$ cat src/rtl/sdram_pkg.sv
// sdram_pkg: shared definitions for the SDRAM controller slice.
//   cmd_e      - {cs_n,ras_n,cas_n,we_n} command encodings
//   state_e    - controller FSM states
//   AP_BIT     - address bit carrying auto-precharge / precharge-all
//   MRS_*      - mode register field positions
//   mrs_word() - mode register value for a given CAS latency
package sdram_pkg;

  typedef enum logic [3:0] {
    CMD_MRS   = 4'b0000,
    CMD_REF   = 4'b0001,
    CMD_PRE   = 4'b0010,
    CMD_ACT   = 4'b0011,
    CMD_WRITE = 4'b0100,
    CMD_READ  = 4'b0101,
    CMD_NOP   = 4'b0111
  } cmd_e;

  typedef enum logic [3:0] {
    ST_INIT_WAIT,
    ST_INIT_PRE,
    ST_INIT_REF,
    ST_INIT_MRS,
    ST_IDLE,
    ST_REFRESH,
    ST_ACTIVATE,
    ST_RW,
    ST_POST_WAIT
  } state_e;

  localparam int AP_BIT     = 10;
  localparam int MRS_BL_LSB = 0;
  localparam int MRS_BT_BIT = 3;
  localparam int MRS_CL_LSB = 4;
  localparam int MRS_WB_BIT = 9;

  // Burst length 1, sequential, single-location writes.
  function automatic logic [15:0] mrs_word(input int unsigned cas_lat);
    logic [15:0] w;
    logic [31:0] cl;
    w = '0;
    cl = cas_lat;
    w[MRS_BL_LSB +: 3] = 3'b000;
    w[MRS_BT_BIT]      = 1'b0;
    w[MRS_CL_LSB +: 3] = cl[2:0];
    w[MRS_WB_BIT]      = 1'b1;
    return w;
  endfunction

endpackage

$ cat src/rtl/sdram_if.sv
// sdram_if: host-side request / read-return bus of the SDRAM controller.
//   req_valid/req_ready - request handshake (transfer on both high)
//   req_we              - 1 = write, 0 = read
//   req_addr            - {bank,row,col}
//   req_wdata           - write data
//   rd_valid/rd_data    - read return, rd_valid is a 1-cycle pulse
// master = host side, slave = controller side.
interface sdram_if #(
  parameter int DATA_W = 16,
  parameter int ADDR_W = 22
);
  logic              req_valid;
  logic              req_ready;
  logic              req_we;
  logic [ADDR_W-1:0] req_addr;
  logic [DATA_W-1:0] req_wdata;
  logic              rd_valid;
  logic [DATA_W-1:0] rd_data;

  modport master (
    output req_valid, req_we, req_addr, req_wdata,
    input  req_ready, rd_valid, rd_data
  );

  modport slave (
    input  req_valid, req_we, req_addr, req_wdata,
    output req_ready, rd_valid, rd_data
  );
endinterface

$ cat src/rtl/sdram_refresh_timer.sv
// sdram_refresh_timer: free-running refresh interval counter.
//   clk, rst - clock, asynchronous active-high reset
//   en       - counting enabled (controller initialised)
//   clr      - a REF command is being issued this cycle
//   pending  - a refresh is owed; set on counter wrap, cleared by clr
module sdram_refresh_timer #(
  parameter int T_REFI = 780
) (
  input  logic clk,
  input  logic rst,
  input  logic en,
  input  logic clr,
  output logic pending
);
  localparam int CW = (T_REFI > 1) ? $clog2(T_REFI) : 1;

  logic [CW-1:0] cnt_q, cnt_d;
  logic          pending_q, pending_d;
  logic          wrap;

  always_comb begin
    wrap  = en && (cnt_q == CW'(T_REFI - 1));
    cnt_d = cnt_q;
    if (en) cnt_d = wrap ? '0 : cnt_q + CW'(1);
    // A wrap coinciding with a clear starts a fresh owed refresh.
    pending_d = (pending_q && !clr) || wrap;
  end

  always_ff @(posedge clk or posedge rst) begin
    if (rst) begin
      cnt_q     <= '0;
      pending_q <= 1'b0;
    end else begin
      cnt_q     <= cnt_d;
      pending_q <= pending_d;
    end
  end

  assign pending = pending_q;
endmodule

$ cat src/rtl/sdram_ctrl.sv
// sdram_ctrl: single-access, closed-page SDRAM controller.
//   clk, rst      - clock, asynchronous active-high reset
//   host          - request/read-return bus (sdram_if.slave)
//   init_done     - power-up sequence complete
//   sdram_cke     - clock enable
//   sdram_*_n     - command pins {cs_n,ras_n,cas_n,we_n}
//   sdram_ba/addr - bank / row, column or mode address
//   sdram_dqm     - byte masks, high until initialised
//   sdram_dq_*    - data pad out / output enable / in
// All pad outputs are registered; every access is ACT, then READ or WRITE
// with auto-precharge, then a fixed recovery wait.
module sdram_ctrl
  import sdram_pkg::*;
#(
  parameter int DATA_W  = 16,
  parameter int ROW_W   = 12,
  parameter int COL_W   = 8,
  parameter int BANK_W  = 2,
  parameter int CAS_LAT = 2,
  parameter int T_INIT  = 10000,
  parameter int T_RP    = 2,
  parameter int T_RCD   = 2,
  parameter int T_RFC   = 7,
  parameter int T_REFI  = 780
) (
  input  logic                clk,
  input  logic                rst,
  sdram_if.slave              host,
  output logic                init_done,
  output logic                sdram_cke,
  output logic                sdram_cs_n,
  output logic                sdram_ras_n,
  output logic                sdram_cas_n,
  output logic                sdram_we_n,
  output logic [BANK_W-1:0]   sdram_ba,
  output logic [ROW_W-1:0]    sdram_addr,
  output logic [DATA_W/8-1:0] sdram_dqm,
  output logic [DATA_W-1:0]   sdram_dq_out,
  output logic                sdram_dq_oe,
  input  logic [DATA_W-1:0]   sdram_dq_in
);
  localparam int ADDR_W = BANK_W + ROW_W + COL_W;
  localparam int CNT_W  = $clog2(T_INIT + T_RFC + T_RP + T_RCD + CAS_LAT + 4);
  localparam logic [15:0] MRS_VAL = mrs_word(CAS_LAT);

  state_e              state_q, state_d;
  logic [CNT_W-1:0]    cnt_q, cnt_d;
  logic                ref2_q, ref2_d;
  logic                we_q, we_d;
  logic [COL_W-1:0]    col_q, col_d;
  logic [DATA_W-1:0]   wdata_q, wdata_d;
  cmd_e                cmd_q, cmd_d;
  logic [BANK_W-1:0]   ba_q, ba_d;
  logic [ROW_W-1:0]    addr_q, addr_d;
  logic [DATA_W/8-1:0] dqm_q, dqm_d;
  logic                dq_oe_q, dq_oe_d;
  logic [DATA_W-1:0]   dq_out_q, dq_out_d;
  logic                cke_q, cke_d;
  logic                init_done_q, init_done_d;
  logic                rd_valid_q, rd_valid_d;
  logic [DATA_W-1:0]   rd_data_q, rd_data_d;

  logic refresh_pending;
  logic ref_issue;
  logic ready;
  logic accept;

  assign ready     = (state_q == ST_IDLE) && init_done_q && !refresh_pending;
  assign accept    = ready && host.req_valid;
  assign ref_issue = (state_q == ST_IDLE) && refresh_pending;

  sdram_refresh_timer #(
    .T_REFI(T_REFI)
  ) u_refresh_timer (
    .clk    (clk),
    .rst    (rst),
    .en     (init_done_q),
    .clr    (ref_issue),
    .pending(refresh_pending)
  );

  always_comb begin
    state_d     = state_q;
    cnt_d       = cnt_q + CNT_W'(1);
    ref2_d      = ref2_q;
    we_d        = we_q;
    col_d       = col_q;
    wdata_d     = wdata_q;
    cmd_d       = CMD_NOP;
    ba_d        = ba_q;
    addr_d      = addr_q;
    dqm_d       = dqm_q;
    dq_oe_d     = 1'b0;
    dq_out_d    = '0;
    cke_d       = 1'b1;
    init_done_d = init_done_q;
    rd_valid_d  = 1'b0;
    rd_data_d   = rd_data_q;

    case (state_q)
      ST_INIT_WAIT: begin
        if (cnt_q == CNT_W'(T_INIT - 1)) begin
          cmd_d          = CMD_PRE;
          ba_d           = '0;
          addr_d         = '0;
          addr_d[AP_BIT] = 1'b1;
          cnt_d          = '0;
          state_d        = ST_INIT_PRE;
        end
      end
      ST_INIT_PRE: begin
        if (cnt_q == CNT_W'(T_RP - 1)) begin
          cmd_d   = CMD_REF;
          ref2_d  = 1'b0;
          cnt_d   = '0;
          state_d = ST_INIT_REF;
        end
      end
      ST_INIT_REF: begin
        // Init commands after a REF are spaced T_RFC+2 cycles apart.
        if (cnt_q == CNT_W'(T_RFC + 1)) begin
          cnt_d = '0;
          if (!ref2_q) begin
            cmd_d  = CMD_REF;
            ref2_d = 1'b1;
          end else begin
            cmd_d   = CMD_MRS;
            ba_d    = '0;
            addr_d  = MRS_VAL[ROW_W-1:0];
            state_d = ST_INIT_MRS;
          end
        end
      end
      ST_INIT_MRS: begin
        if (cnt_q == CNT_W'(1)) begin
          init_done_d = 1'b1;
          dqm_d       = '0;
          state_d     = ST_IDLE;
        end
      end
      ST_IDLE: begin
        cnt_d = '0;
        if (ref_issue) begin
          cmd_d   = CMD_REF;
          state_d = ST_REFRESH;
        end else if (accept) begin
          cmd_d   = CMD_ACT;
          ba_d    = host.req_addr[ADDR_W-1 -: BANK_W];
          addr_d  = host.req_addr[COL_W +: ROW_W];
          col_d   = host.req_addr[COL_W-1:0];
          we_d    = host.req_we;
          wdata_d = host.req_wdata;
          state_d = ST_ACTIVATE;
        end
      end
      ST_REFRESH: begin
        if (cnt_q == CNT_W'(T_RFC - 1)) state_d = ST_IDLE;
      end
      ST_ACTIVATE: begin
        if (cnt_q == CNT_W'(T_RCD - 1)) begin
          cmd_d             = we_q ? CMD_WRITE : CMD_READ;
          addr_d            = '0;
          addr_d[COL_W-1:0] = col_q;
          addr_d[AP_BIT]    = 1'b1;
          dq_oe_d           = we_q;
          dq_out_d          = we_q ? wdata_q : '0;
          state_d           = ST_RW;
        end
      end
      ST_RW: begin
        cnt_d   = '0;
        state_d = ST_POST_WAIT;
      end
      ST_POST_WAIT: begin
        // Pad data of a READ is valid CAS_LAT cycles after the command.
        if (!we_q && cnt_q == CNT_W'(CAS_LAT - 1)) begin
          rd_valid_d = 1'b1;
          rd_data_d  = sdram_dq_in;
        end
        if (cnt_q == CNT_W'(T_RP + CAS_LAT)) state_d = ST_IDLE;
      end
      default: state_d = ST_INIT_WAIT;
    endcase
  end

  always_ff @(posedge clk or posedge rst) begin
    if (rst) begin
      state_q     <= ST_INIT_WAIT;
      cnt_q       <= '0;
      ref2_q      <= 1'b0;
      we_q        <= 1'b0;
      col_q       <= '0;
      wdata_q     <= '0;
      cmd_q       <= CMD_NOP;
      ba_q        <= '0;
      addr_q      <= '0;
      dqm_q       <= '1;
      dq_oe_q     <= 1'b0;
      dq_out_q    <= '0;
      cke_q       <= 1'b0;
      init_done_q <= 1'b0;
      rd_valid_q  <= 1'b0;
      rd_data_q   <= '0;
    end else begin
      state_q     <= state_d;
      cnt_q       <= cnt_d;
      ref2_q      <= ref2_d;
      we_q        <= we_d;
      col_q       <= col_d;
      wdata_q     <= wdata_d;
      cmd_q       <= cmd_d;
      ba_q        <= ba_d;
      addr_q      <= addr_d;
      dqm_q       <= dqm_d;
      dq_oe_q     <= dq_oe_d;
      dq_out_q    <= dq_out_d;
      cke_q       <= cke_d;
      init_done_q <= init_done_d;
      rd_valid_q  <= rd_valid_d;
      rd_data_q   <= rd_data_d;
    end
  end

  assign {sdram_cs_n, sdram_ras_n, sdram_cas_n, sdram_we_n} = cmd_q;
  assign sdram_ba       = ba_q;
  assign sdram_addr     = addr_q;
  assign sdram_dqm      = dqm_q;
  assign sdram_dq_oe    = dq_oe_q;
  assign sdram_dq_out   = dq_out_q;
  assign sdram_cke      = cke_q;
  assign init_done      = init_done_q;
  assign host.req_ready = ready;
  assign host.rd_valid  = rd_valid_q;
  assign host.rd_data   = rd_data_q;
endmodule
$ cat src/flat_wrapper.sv
// flat-port wrapper written by rule: the top's interface ports become plain ports
module sdram_ctrl_flat import sdram_pkg::*;
#(
  parameter int DATA_W  = 16,
  parameter int ROW_W   = 12,
  parameter int COL_W   = 8,
  parameter int BANK_W  = 2,
  parameter int CAS_LAT = 2,
  parameter int T_INIT  = 10000,
  parameter int T_RP    = 2,
  parameter int T_RCD   = 2,
  parameter int T_RFC   = 7,
  parameter int T_REFI  = 780
)
  (clk, rst, init_done, sdram_cke, sdram_cs_n, sdram_ras_n, sdram_cas_n, sdram_we_n, sdram_ba, sdram_addr, sdram_dqm, sdram_dq_out, sdram_dq_oe, sdram_dq_in, host_req_valid, host_req_we, host_req_addr, host_req_wdata, host_req_ready, host_rd_valid, host_rd_data);
  sdram_if #(.DATA_W(DATA_W)) host_i ();
  input  logic clk;
  input  logic rst;
  output logic init_done;
  output logic sdram_cke;
  output logic sdram_cs_n;
  output logic sdram_ras_n;
  output logic sdram_cas_n;
  output logic sdram_we_n;
  output logic [BANK_W-1:0] sdram_ba;
  output logic [ROW_W-1:0] sdram_addr;
  output logic [DATA_W/8-1:0] sdram_dqm;
  output logic [DATA_W-1:0] sdram_dq_out;
  output logic sdram_dq_oe;
  input  logic [DATA_W-1:0] sdram_dq_in;
  input wire logic [$bits(host_i.req_valid)-1:0] host_req_valid;
  input wire logic [$bits(host_i.req_we)-1:0] host_req_we;
  input wire logic [$bits(host_i.req_addr)-1:0] host_req_addr;
  input wire logic [$bits(host_i.req_wdata)-1:0] host_req_wdata;
  output wire logic [$bits(host_i.req_ready)-1:0] host_req_ready;
  output wire logic [$bits(host_i.rd_valid)-1:0] host_rd_valid;
  output wire logic [$bits(host_i.rd_data)-1:0] host_rd_data;
  assign host_i.req_valid = host_req_valid;
  assign host_i.req_we = host_req_we;
  assign host_i.req_addr = host_req_addr;
  assign host_i.req_wdata = host_req_wdata;
  assign host_req_ready = host_i.req_ready;
  assign host_rd_valid = host_i.rd_valid;
  assign host_rd_data = host_i.rd_data;
  sdram_ctrl #(.DATA_W(DATA_W), .ROW_W(ROW_W), .COL_W(COL_W), .BANK_W(BANK_W), .CAS_LAT(CAS_LAT), .T_INIT(T_INIT), .T_RP(T_RP), .T_RCD(T_RCD), .T_RFC(T_RFC), .T_REFI(T_REFI)) u_core (.clk(clk), .rst(rst), .host(host_i), .init_done(init_done), .sdram_cke(sdram_cke), .sdram_cs_n(sdram_cs_n), .sdram_ras_n(sdram_ras_n), .sdram_cas_n(sdram_cas_n), .sdram_we_n(sdram_we_n), .sdram_ba(sdram_ba), .sdram_addr(sdram_addr), .sdram_dqm(sdram_dqm), .sdram_dq_out(sdram_dq_out), .sdram_dq_oe(sdram_dq_oe), .sdram_dq_in(sdram_dq_in));
endmodule
$ cat config.mk
export PLATFORM = sky130hd
export DESIGN_NAME = sdram_ctrl_flat
export DESIGN_NICKNAME = d
export VERILOG_FILES = /design/src/rtl/sdram_pkg.sv /design/src/rtl/sdram_if.sv /design/src/rtl/sdram_refresh_timer.sv /design/src/rtl/sdram_ctrl.sv /design/src/flat_wrapper.sv
export SDC_FILE = /design/constraint.sdc
export NUM_CORES = 1
export LEC_CHECK = 0
export BUFFER_PORTS_ARGS = -buffer_cell sky130_fd_sc_hd__clkbuf_2
export CORE_ASPECT_RATIO = 0.75
export CORE_MARGIN = 2
export CORE_UTILIZATION = 35
export DETAILED_ROUTE_END_ITERATION = 6
export PLACE_DENSITY = 0.63
export RECOVER_POWER = 100
export SKIP_LAST_GASP = 1
export SLEW_MARGIN = 30
export SYNTH_ARGS = -nofsm -noshare
export SYNTH_HDL_FRONTEND = slang
export SYNTH_HIERARCHICAL = 1
export SYNTH_SLANG_ARGS = --single-unit
$ cat constraint.sdc
create_clock -name clk -period 3 [get_ports clk]
set_input_delay 0 -clock clk [delete_from_list [all_inputs] [get_ports clk]]
set_output_delay 0 -clock clk [all_outputs]
set_load 0.03 [all_outputs]
# Word level (Yosys, flattened, before mapping)
# Cells that the tools add are included.
[op_classes]
add_sub_neg = 2
n_eq_ne = 25
mux = 48
n_bitwise = 1
reduce_logical = 23
[op_table]
columns = ["operator", "count"]
rows = [
  ["two-way mux 12 bit", 6],
  ["case mux 14 bit (4 select lines)", 1],
  ["two-way mux 4 bit", 13],
  ["two-way mux 16 bit", 3],
  ["case mux 12 bit (4 select lines)", 1],
  ["two-way mux 14 bit", 3],
  ["case mux 4 bit (9 select lines)", 1],
  ["equality test 14 x 3 -> 1 bit (second input constant)", 2],
  ["case mux 4 bit (5 select lines)", 1],
  ["!= test 2 x 1 -> 1 bit (second input constant)", 9],
  ["equality test 4 x 3 -> 1 bit (second input constant)", 4],
  ["adder 14 x 1 -> 14 bit (second input constant)", 1],
  ["equality test 14 x 1 -> 1 bit (second input constant)", 1],
  ["equality test 14 bit (second input constant)", 1],
  ["equality test 14 x 4 -> 1 bit (second input constant)", 1],
  ["adder 10 x 1 -> 10 bit (second input constant)", 1],
  ["equality test 10 bit (second input constant)", 1],
  ["two-way mux 10 bit", 1],
  ["two-way mux 2 bit", 5],
  ["two-way mux 3 bit", 3],
  ["AND reduction 9 bit", 1],
  ["equality test 4 x 2 -> 1 bit (second input constant)", 2],
  ["two-way mux 1 bit", 8],
  ["logical AND 1 bit", 7],
  ["other kinds (18)", 22],
]
[word_totals]
register_bits = 111
input_bits = 58
output_inout_bits = 57
wordCells = 117

# Longest topological paths before layout
# Gate-level depths: netlist of the first run.
[logic_depth]
ltp_word = 7
mapped_depth = 9
depth_no_buf = 8

# Modules after synthesis
# The synthesis of the first run kept the hierarchy.
[by_module_without_submodules]
columns = ["mod", "n_inst", "cells_each", "area_each_um2", "seq_area_each_um2"]
rows = [
  ["sdram_ctrl", 1, 361, 4372.9, 2457.4],
  ["sdram_refresh_timer", 1, 52, 548.0, 275.3],
]

# Least setup slack after synthesis of the first run
# No wires, ideal clock.
[synth_timing]
kind = "flip-flop to flip-flop"
start = "reg u_core.cnt_q[1]"
end = "reg u_core.rd_data_q[0] (netlist: u_core/host.rd_data[0])"
setup_time_ns = 0.125
arrival_time_ns = 1.995
t_required_ns = 2.875
setup_slack_ns = 0.880
stages_incl_launch_ff = 8
path_buffers = 1
period_less_slack_ns = 2.120
cell_sequence = "dfrtp_1 inv_1 ha_1 nor3b_1 nand4_1 nor3_4 buf_6 mux2_2"
[synth_via]
elab_chain_len = 3
[synth_lines]
columns = ["element", "line", "text"]
rows = [
  ["start: declaration", "sdram_ctrl.sv:47", "logic [CNT_W-1:0] cnt_q, cnt_d;"],
  ["start signal: assignment", "sdram_ctrl.sv:206", "cnt_q <= cnt_d;"],
  ["equality test 14 x 1 -> 1 bit", "sdram_ctrl.sv:176", "if (!we_q && cnt_q == CNT_W'(CAS_LAT - 1)) begin"],
  ["logical AND 1 bit", "sdram_ctrl.sv:176", ""],
  ["AND reduction 2 bit (no source line)", "--", ""],
  ["end signal: assignment", "sdram_ctrl.sv:220", "rd_data_q <= rd_data_d;"],
  ["end: declaration", "sdram_ctrl.sv:61", "logic [DATA_W-1:0] rd_data_q, rd_data_d;"],
]
# Every way passes these cells.
# A chain may end at the register's enable or synchronous reset.

# Final worst setup path of the first run
[layout_timing]
start = "reg u_core.state_q[3]"
end = "reg u_core.addr_q[10] (netlist: u_core/sdram_addr[10])"
[layout_via]
elab_chain_len = 6
word_cells_on_any_way = 17
classes_between = "eq/ne (9); mux (1); reduce/logical (7)"
[layout_lines]
columns = ["element", "line", "text"]
rows = [
  ["start: declaration", "sdram_ctrl.sv:46", "state_e state_q, state_d;"],
  ["start signal: assignment", "sdram_ctrl.sv:205", "state_q <= state_d;"],
  ["equality test 4 x 3 -> 1 bit", "sdram_ctrl.sv:68, sdram_ctrl.sv:70, sdram_ctrl.sv:100", ""],
  ["logical AND 1 bit (2 in series)", "sdram_ctrl.sv:68", "assign ready = (state_q == ST_IDLE) && init_done_q && !refresh_pending;"],
  ["logical AND 1 bit", "sdram_ctrl.sv:69", "assign accept = ready && host.req_valid;"],
  ["!= test 2 x 1 -> 1 bit (no source line)", "--", ""],
  ["AND reduction 7 bit (no source line)", "--", ""],
  ["end signal: assignment", "sdram_ctrl.sv:213", "addr_q <= addr_d;"],
  ["end: declaration", "sdram_ctrl.sv:54", "logic [ROW_W-1:0] addr_q, addr_d;"],
]
# Parallel ways exist; a longest one is shown, timed or not.

==> results of run 1 <==
==> cell type report <==
class	count	area, sq um	area share (%)
Sequential cell	109	2733	42.90
Inverter	13	48.80	0.7661
Timing Repair Buffer	176	1089	17.09
Clock inverter	6	72.57	1.139
Multi-Input combinational cell	271	1983	31.13
Clock buffer	9	225.2	3.536
Tap cell	175	219.0	3.437
==> sequential cells by signal, summed over array words and instances (netlist names), 2 cells and up <==
name / flops
u_core/u_refresh_timer/cnt_q: 10
u_core/state_q: 4
u_core/sdram_addr: 12
u_core/wdata_q: 16
u_core/host.rd_data: 16
u_core/cmd_q: 3
u_core/col_q: 8
u_core/sdram_ba: 2
u_core/sdram_dq_out: 16
u_core/cnt_q: 14
==> final timing paths <==
| kind | to | startpoint | cells after the start |
|---|---|---|---|
| min reg2reg | u_core/sdram_dq_out[7] | u_core/wdata_q[7] | 1 |
| max | u_core/sdram_addr[10] | u_core/state_q[3] | 7 |
| min in group asynchronous | u_core/u_refresh_timer/cnt_q[0] | rst | 3 |
| max reg2reg | u_core/sdram_addr[10] | u_core/state_q[3] | 7 |
| min | u_core/cmd_q[2] | host_req_valid | 4 |
| max in group asynchronous | u_core/host.rd_data[12] | rst | 4 |
==> metal layers <==
layer	track usage (%)	wire length [um]
met1	21.94	5272
met2	24.74	5078
met3	4.556	787
met4	4.357	209
met5	0	0
==> cell usage after synthesis (4+ instances only) <==
cell and n:
a22oi_1 7, buf_2 6, nand2_1 32, buf_4 7
ha_1 5, mux2_2 39, dfrtp_1 105, nand3_1 8
inv_1 13, and2_1 19, o21ai_1 9, nand2b_1 4
xor2_1 8, a21oi_1 11, xnor2_1 10, clkbuf_1 5
nor2_1 33, nand4_1 6, o21ai_0 9, dfstp_2 4
and3_1 5
==> cell families (layout without fill, tap and decap cells) <==
| group | Yosys count | after routing |
|---|---|---|
| AOI/OAI and AO/OA | 57 | 57 |
| DFF | 109 | 109 |
| buffers and inverters | 33 | 204 |
| and+or+nand+nor | 145 | 145 |
| muxes | 44 | 44 |
| other | 2 | 2 |
| adders and majority gates | 5 | 5 |
| xor gates and xnor gates | 18 | 18 |
==> tightest hold or removal path, cell delays in order <==
cell and delay (ns):
clkbuf_2 0.08, nand2_1 0.15, a21oi_1 0.09, nand3_1 0.08
==> cell usage in the layout (no fill, tap or decap), types with 4 or more instances in the layout <==
| master | instances |
|---|---|
| dfstp_2 | 4 |
| and2_0 | 9 |
| nand3_1 | 8 |
| and3_1 | 5 |
| a21oi_1 | 13 |
| o21ai_0 | 18 |
| and2_1 | 10 |
| clkbuf_2 | 58 |
| inv_1 | 12 |
| ha_1 | 5 |
| clkbuf_1 | 60 |
| xor2_1 | 8 |
| xnor2_1 | 10 |
| dlygate4sd3_1 | 55 |
| nor2_1 | 33 |
| a22oi_1 | 7 |
| nand4_1 | 6 |
| mux2_2 | 39 |
| nand2_1 | 32 |
| dfrtp_1 | 105 |
| clkbuf_16 | 9 |
| nor4b_1 | 4 |
| nand2b_1 | 4 |
==> stage by stage <==
step	hold WS, ns	util (%)	std cells	instance area [sq um]	setup WS, ns
floorplan	-0.1476	-	413	4921	0.4445
global placement	0.05818	41.10	689	5650	0.6020
detailed placement	0.06059	41.10	689	5650	0.4931
CTS	0.08360	47.27	759	6499	0.4532
global route	0.1433	46.33	759	6370	0.1233
finish	0.08435	46.33	759	6370	0.3370
==> power groups by stage <==
stage	Clock, W	Sequential, W	Combinational, W
floorplan	0	0.00150	0.0000248
global placement	0	0.00150	0.0000735
detailed placement	0	0.00150	0.0000746
CTS	0.00123	0.00147	0.000131
global route	0.00129	0.00147	0.000142
finish	0.00119	0.00147	0.000128
==> qor.yml, run 1 <==
outcome: "finished, final reports clean"
p_int_w: 0.002196
switching_share_pct: 21.32
ys_ff_latch: 109
start_kind: "flip-flop"
power_w: 0.002791
nFillCells: 1275
hold_class: "input pin to flip-flop"
setup_tns_ns: 0
required_ns: 3.23
cts_sinks: 109
via_per_inst: 4.908
synthesis.nets: 476
avgSynthCellArea_sq_um: 11.92
diodes: 0
rsz0062_at_grt: "false"
final.period_utilization_pct: 88.77
critPathMaxStageDelay_ns: 0.60
muxShareOfSynthArea_pct: 9.992
ir_drop_mv: 0.2942
drtIter0Drc: 267
tritoncts: "built"
period_needed_ns: 2.663
power_frac_seq_pct: 52.6
yosysTopAreaCellShare_pct: 53.39
path_clk_slew_ns: 0.07
layout.nets: 643
synth_flop_cell: "dfrtp_1"
htreeDepth: 3
postCtsSetupRepairBufs: 0
core_sq_um: 13750
rows: 37
area_growth_pct: 29.44
ant_nets: 0
worst_ep_arrival_time_ns: 2.89
crit_type: "flip-flop to flip-flop"
synth_edf_count: 0
synth-simple-area-share_pct: 18.03
finalSetupViolations: 0
ios: 115
reg2reg_slack_ns: 0.34
worst_pin_slew_ns: 1.377
synth_top_family_by_area: "simple AND/OR/NAND/NOR gates"
yosysTopAreaCell: "dfrtp_1"
final-hold-violation-count: 0
grt_pass1_vias: 3837
synth_fa_ha_area_share_pct: 1.271
clk_path_buf_depth: 2
dieArea_sq_um: 15030
maxCapViolCount: 0
cellLeakagePower_nw: 2.950
syn_inst: 413
cp_max_fo: 24
cp.buffers_inverters: 1
synthArstFlopShare_pct: 100.0
remaining_drc_errors: 0
grt_max_degree: 68
synthTopCellsByArea: "dfrtp_1, mux2_2, nor2_1"
place.gp.congestion: 0.8632
drive_gt1_share_pct: 22.77
cp-end-kind: "flip-flop"
synth_xor_area_share_pct: 3.204
p_clk_share_pct: 42.8
dr.pass1.iters: 5
power.density_nw_per_um2: 438.2
fp.dieH_um: 106.7
grt_pass1_wl_um: 19200
cts-resized-gates: 0
io_buffers: 113
synth_compound_area_share_pct: 8.314
ys_seq_area_share_pct: 55.53
wirelength_um: 11350
grtUsageTotal_pct: 15.92
via_count: 3725
die_w_um: 140.9
antenna_found_initial: 0
insertion_delay_ns: 0.34
synth_cell_type_count: 64
wl_per_cell_um: 14.95
hpwlAfterDp_um: 7738
initial_utilization_pct: 35.79
syn_area_sq_um: 4921
cp_cell_sequence: "nor4b_1, clkbuf_1, o21a_1, nor2_1, nand4_2, a21oi_1, a21o_1"
fin_skew_ns: 0.008222
report.final.slew_viol_count: 0
fmax_mhz: 375.5
slew_headroom_pct: 8.204
power_switching_w: 0.0005952
grt_overflow_total: 0
critical-path-top-delay-family: "simple AND/OR/NAND/NOR gates"
numCtsBuffers: 9
hold_buffers: 55
cts-root-buf: "clkbuf_16"
synth-warning-count: 6
crit_slowest_cell: "dfrtp_1"
combPwrFrac_pct: 4.6
(Power assumes the default switching activity.)
==> inputs of run 2 (changes only) <==
--- a/config.mk
+++ b/config.mk
@@ -5,6 +5,7 @@
 export SDC_FILE = /design/constraint.sdc
 export NUM_CORES = 1
 export LEC_CHECK = 0
+export ABC_AREA = 1
 export BUFFER_PORTS_ARGS = -buffer_cell sky130_fd_sc_hd__clkbuf_2
 export CORE_ASPECT_RATIO = 0.75
 export CORE_MARGIN = 2
==> qor.yml, run 2 <==
power_switching_w: 0.0006195
wl_per_cell_um: 12.76
power_frac_seq_pct: 53.5
synth_cell_type_count: 38
layout_common_cells: "nand2_1, dfrtp_1, nor2_1"
rsz0062_at_grt: "false"
drtIter0Drc: 260
grtUsageTotal_pct: 16.44
timing.hold.worst_path_depth: 5
layout.nets: 838
hpwlAfterDp_um: 8485
via_count: 4319
wirelength_um: 12200
violations: "capacitance limit, slew limit"
top_usage_layer: "met1"
worst_ep_arrival_time_ns: 2.60
final_area_sq_um: 6447
grt_pass1_vias: 4145
ir_drop_mv: 0.2499
path_clk_slew_ns: 0.07
core_sq_um: 13890
final.period_utilization_pct: 80.05
grt_max_degree: 53
hold_buffers: 55
yosysTopAreaCell: "dfrtp_1"
rows: 37
ys_ff_latch: 109
io_buffers: 113
setup_tns_ns: 0
synth-warning-count: 6
die_w_um: 142.6
final-hold-violation-count: 0
power.density_nw_per_um2: 426.0
holdPathEnd: "u_core/sdram_addr[10]"
numCtsBuffers: 9
cts-root-buf: "clkbuf_16"
report.final.slew_viol_count: 53
synth_flop_cell: "dfrtp_1"
syn_area_sq_um: 5045
synthTopCellsByArea: "dfrtp_1, nand2_1, nor2_1"
crit_type: "flip-flop to flip-flop"
place.gp.congestion: 0.9281
drive_gt1_share_pct: 12.69
switching_share_pct: 22.56
clk_path_buf_depth: 2
worst_pin_slew_ns: 1.924
yosysTopAreaCellShare_pct: 52.08
initial_utilization_pct: 36.32
postCtsSetupRepairBufs: 0
layout_commonest_cell: "nand2_1"
utilization_pct: 46.42
avgSynthCellArea_sq_um: 8.297
timing.rr.start: "u_core/state_q[1]"
grt_pass1_wl_um: 20050
place_ws_ns: 0.8103
cellLeakagePower_nw: 3.439
dr.pass1.iters: 5
grt_overflow_total: 0
grt_use_met2_pct: 23.97
r2r.worst_path.cells: 9
required_ns: 3.20
synthArstFlopShare_pct: 100.0
reg2reg_slack_ns: 0.60
outcome: "complete, but fails checks"
htreeDepth: 3
slew_headroom_pct: -28.26
maxCapViolCount: 1
cts-resized-gates: 0
antenna_found_initial: 0
insertion_delay_ns: 0.35
timing.rr.end: "u_core/col_q[1]"
area_growth_pct: 27.80
start_kind: "flip-flop"
fin_skew_ns: 0.008679
period_needed_ns: 2.402
finalSetupViolations: 0
cp-end-kind: "flip-flop"
fp.dieH_um: 108.0
tritoncts: "built"
combPwrFrac_pct: 5.1
p_int_w: 0.002127
synth_edf_count: 0
via_per_inst: 4.518
synthesis.nets: 671
hold_class: "input pin to flip-flop"
met1_usage_pct: 24.66
met3_usage_pct: 3.410
hold_path_startpoint: "host_req_addr[18]"
yosysMostFrequentCell: "nand2_1"
fmax_mhz: 416.4
synth_common_cells: "nand2_1, dfrtp_1, nor2_1"
ys_seq_area_share_pct: 54.17
ios: 115
ant_nets: 0
dieArea_sq_um: 15400
cp_max_fo: 50
place_area_sq_um: 5752
remaining_drc_errors: 0
p_clk_share_pct: 41.5
syn_inst: 608
setup_ws_ns: 0.5984
cts_sinks: 109
-- run 2: per-stage QoR --
| stage | total power (W) | std cells | hold WS (ns) |
|---|---|---|---|
| after CTS | 0.002785 | 955 | 0.06139 |
| after global placement | 0.001583 | 884 | 0.07018 |
| after detailed placement | 0.001582 | 884 | 0.06688 |
| after floorplan | 0.001531 | 608 | -0.1476 |
| final | 0.002747 | 956 | 0.04410 |
| after global routing | 0.002861 | 955 | 0.09330 |
-- run 2: critical path: stages (launching register included) --
cell and delay, ns:
dfrtp_1 0.44, nor2_2 0.19, inv_2 0.06, nor2_4 0.29, nand2_1 0.17, nor2_1 0.15, nand2_1 0.08, clkbuf_2 0.51
nor2_1 0.28, a21oi_1 0.07
-- run 2: how the worst max path moves through the flow --
stage                            from          endpoint  slack [ns]  depth (start not counted)
finish              u_core/state_q[1]   u_core/col_q[1]        0.60                          9
detailed placement  u_core/state_q[1]  u_core/cnt_q[13]        0.81                         10
CTS                 u_core/state_q[1]  u_core/cnt_q[13]        0.81                         10
global placement    u_core/state_q[1]   u_core/cnt_q[8]        0.83                         10
floorplan                         rst   u_core/cnt_q[0]        0.44                          1
global route        u_core/state_q[3]   u_core/col_q[1]        0.30                          9
-- run 2: cells by family (layout without fill, tap and decap cells) --
logic type,after synthesis,in the layout,share of synthesized area (%)
AO/OA/AOI/OAI,52,52,5.456
XOR/XNOR,7,7,1.215
adder cells (fa/ha/maj),5,5,1.240
buffers and inverters,94,266,7.912
flip-flops,109,109,54.17
other,2,3,0.1489
AND/OR/NAND/NOR,339,339,29.86
-- run 2: metal layers --
layer,share of wire (%),vias to the layer above,wire [um]
met5,0,-,0
met4,1.6,0,195
met3,6.1,19,738
met2,43,145,5221
met1,50,1957,6043
li1,-,2198,-
-- run 2: cell type report --
type / instances / area, sq um
repair buffers: 171 / 1065
multi-input cells: 405 / 1847
well taps: 175 / 219.0
clock buffers: 10 / 229.0
fillers: 1389 / 7441
flip-flops and latches: 109 / 2733
clock inverters: 6 / 56.30
inverters: 79 / 296.5
diodes: 1 / 2.502
-- run 2: power by group through the flow --
stage | sequential, W | clock (W) | combinational (W)
floorplan | 0.00150 | 0 | 0.0000311
global placement | 0.00150 | 0 | 0.0000854
detailed placement | 0.00150 | 0 | 0.0000839
CTS | 0.00147 | 0.00118 | 0.000141
global route | 0.00147 | 0.00124 | 0.000156
finish | 0.00147 | 0.00114 | 0.000139
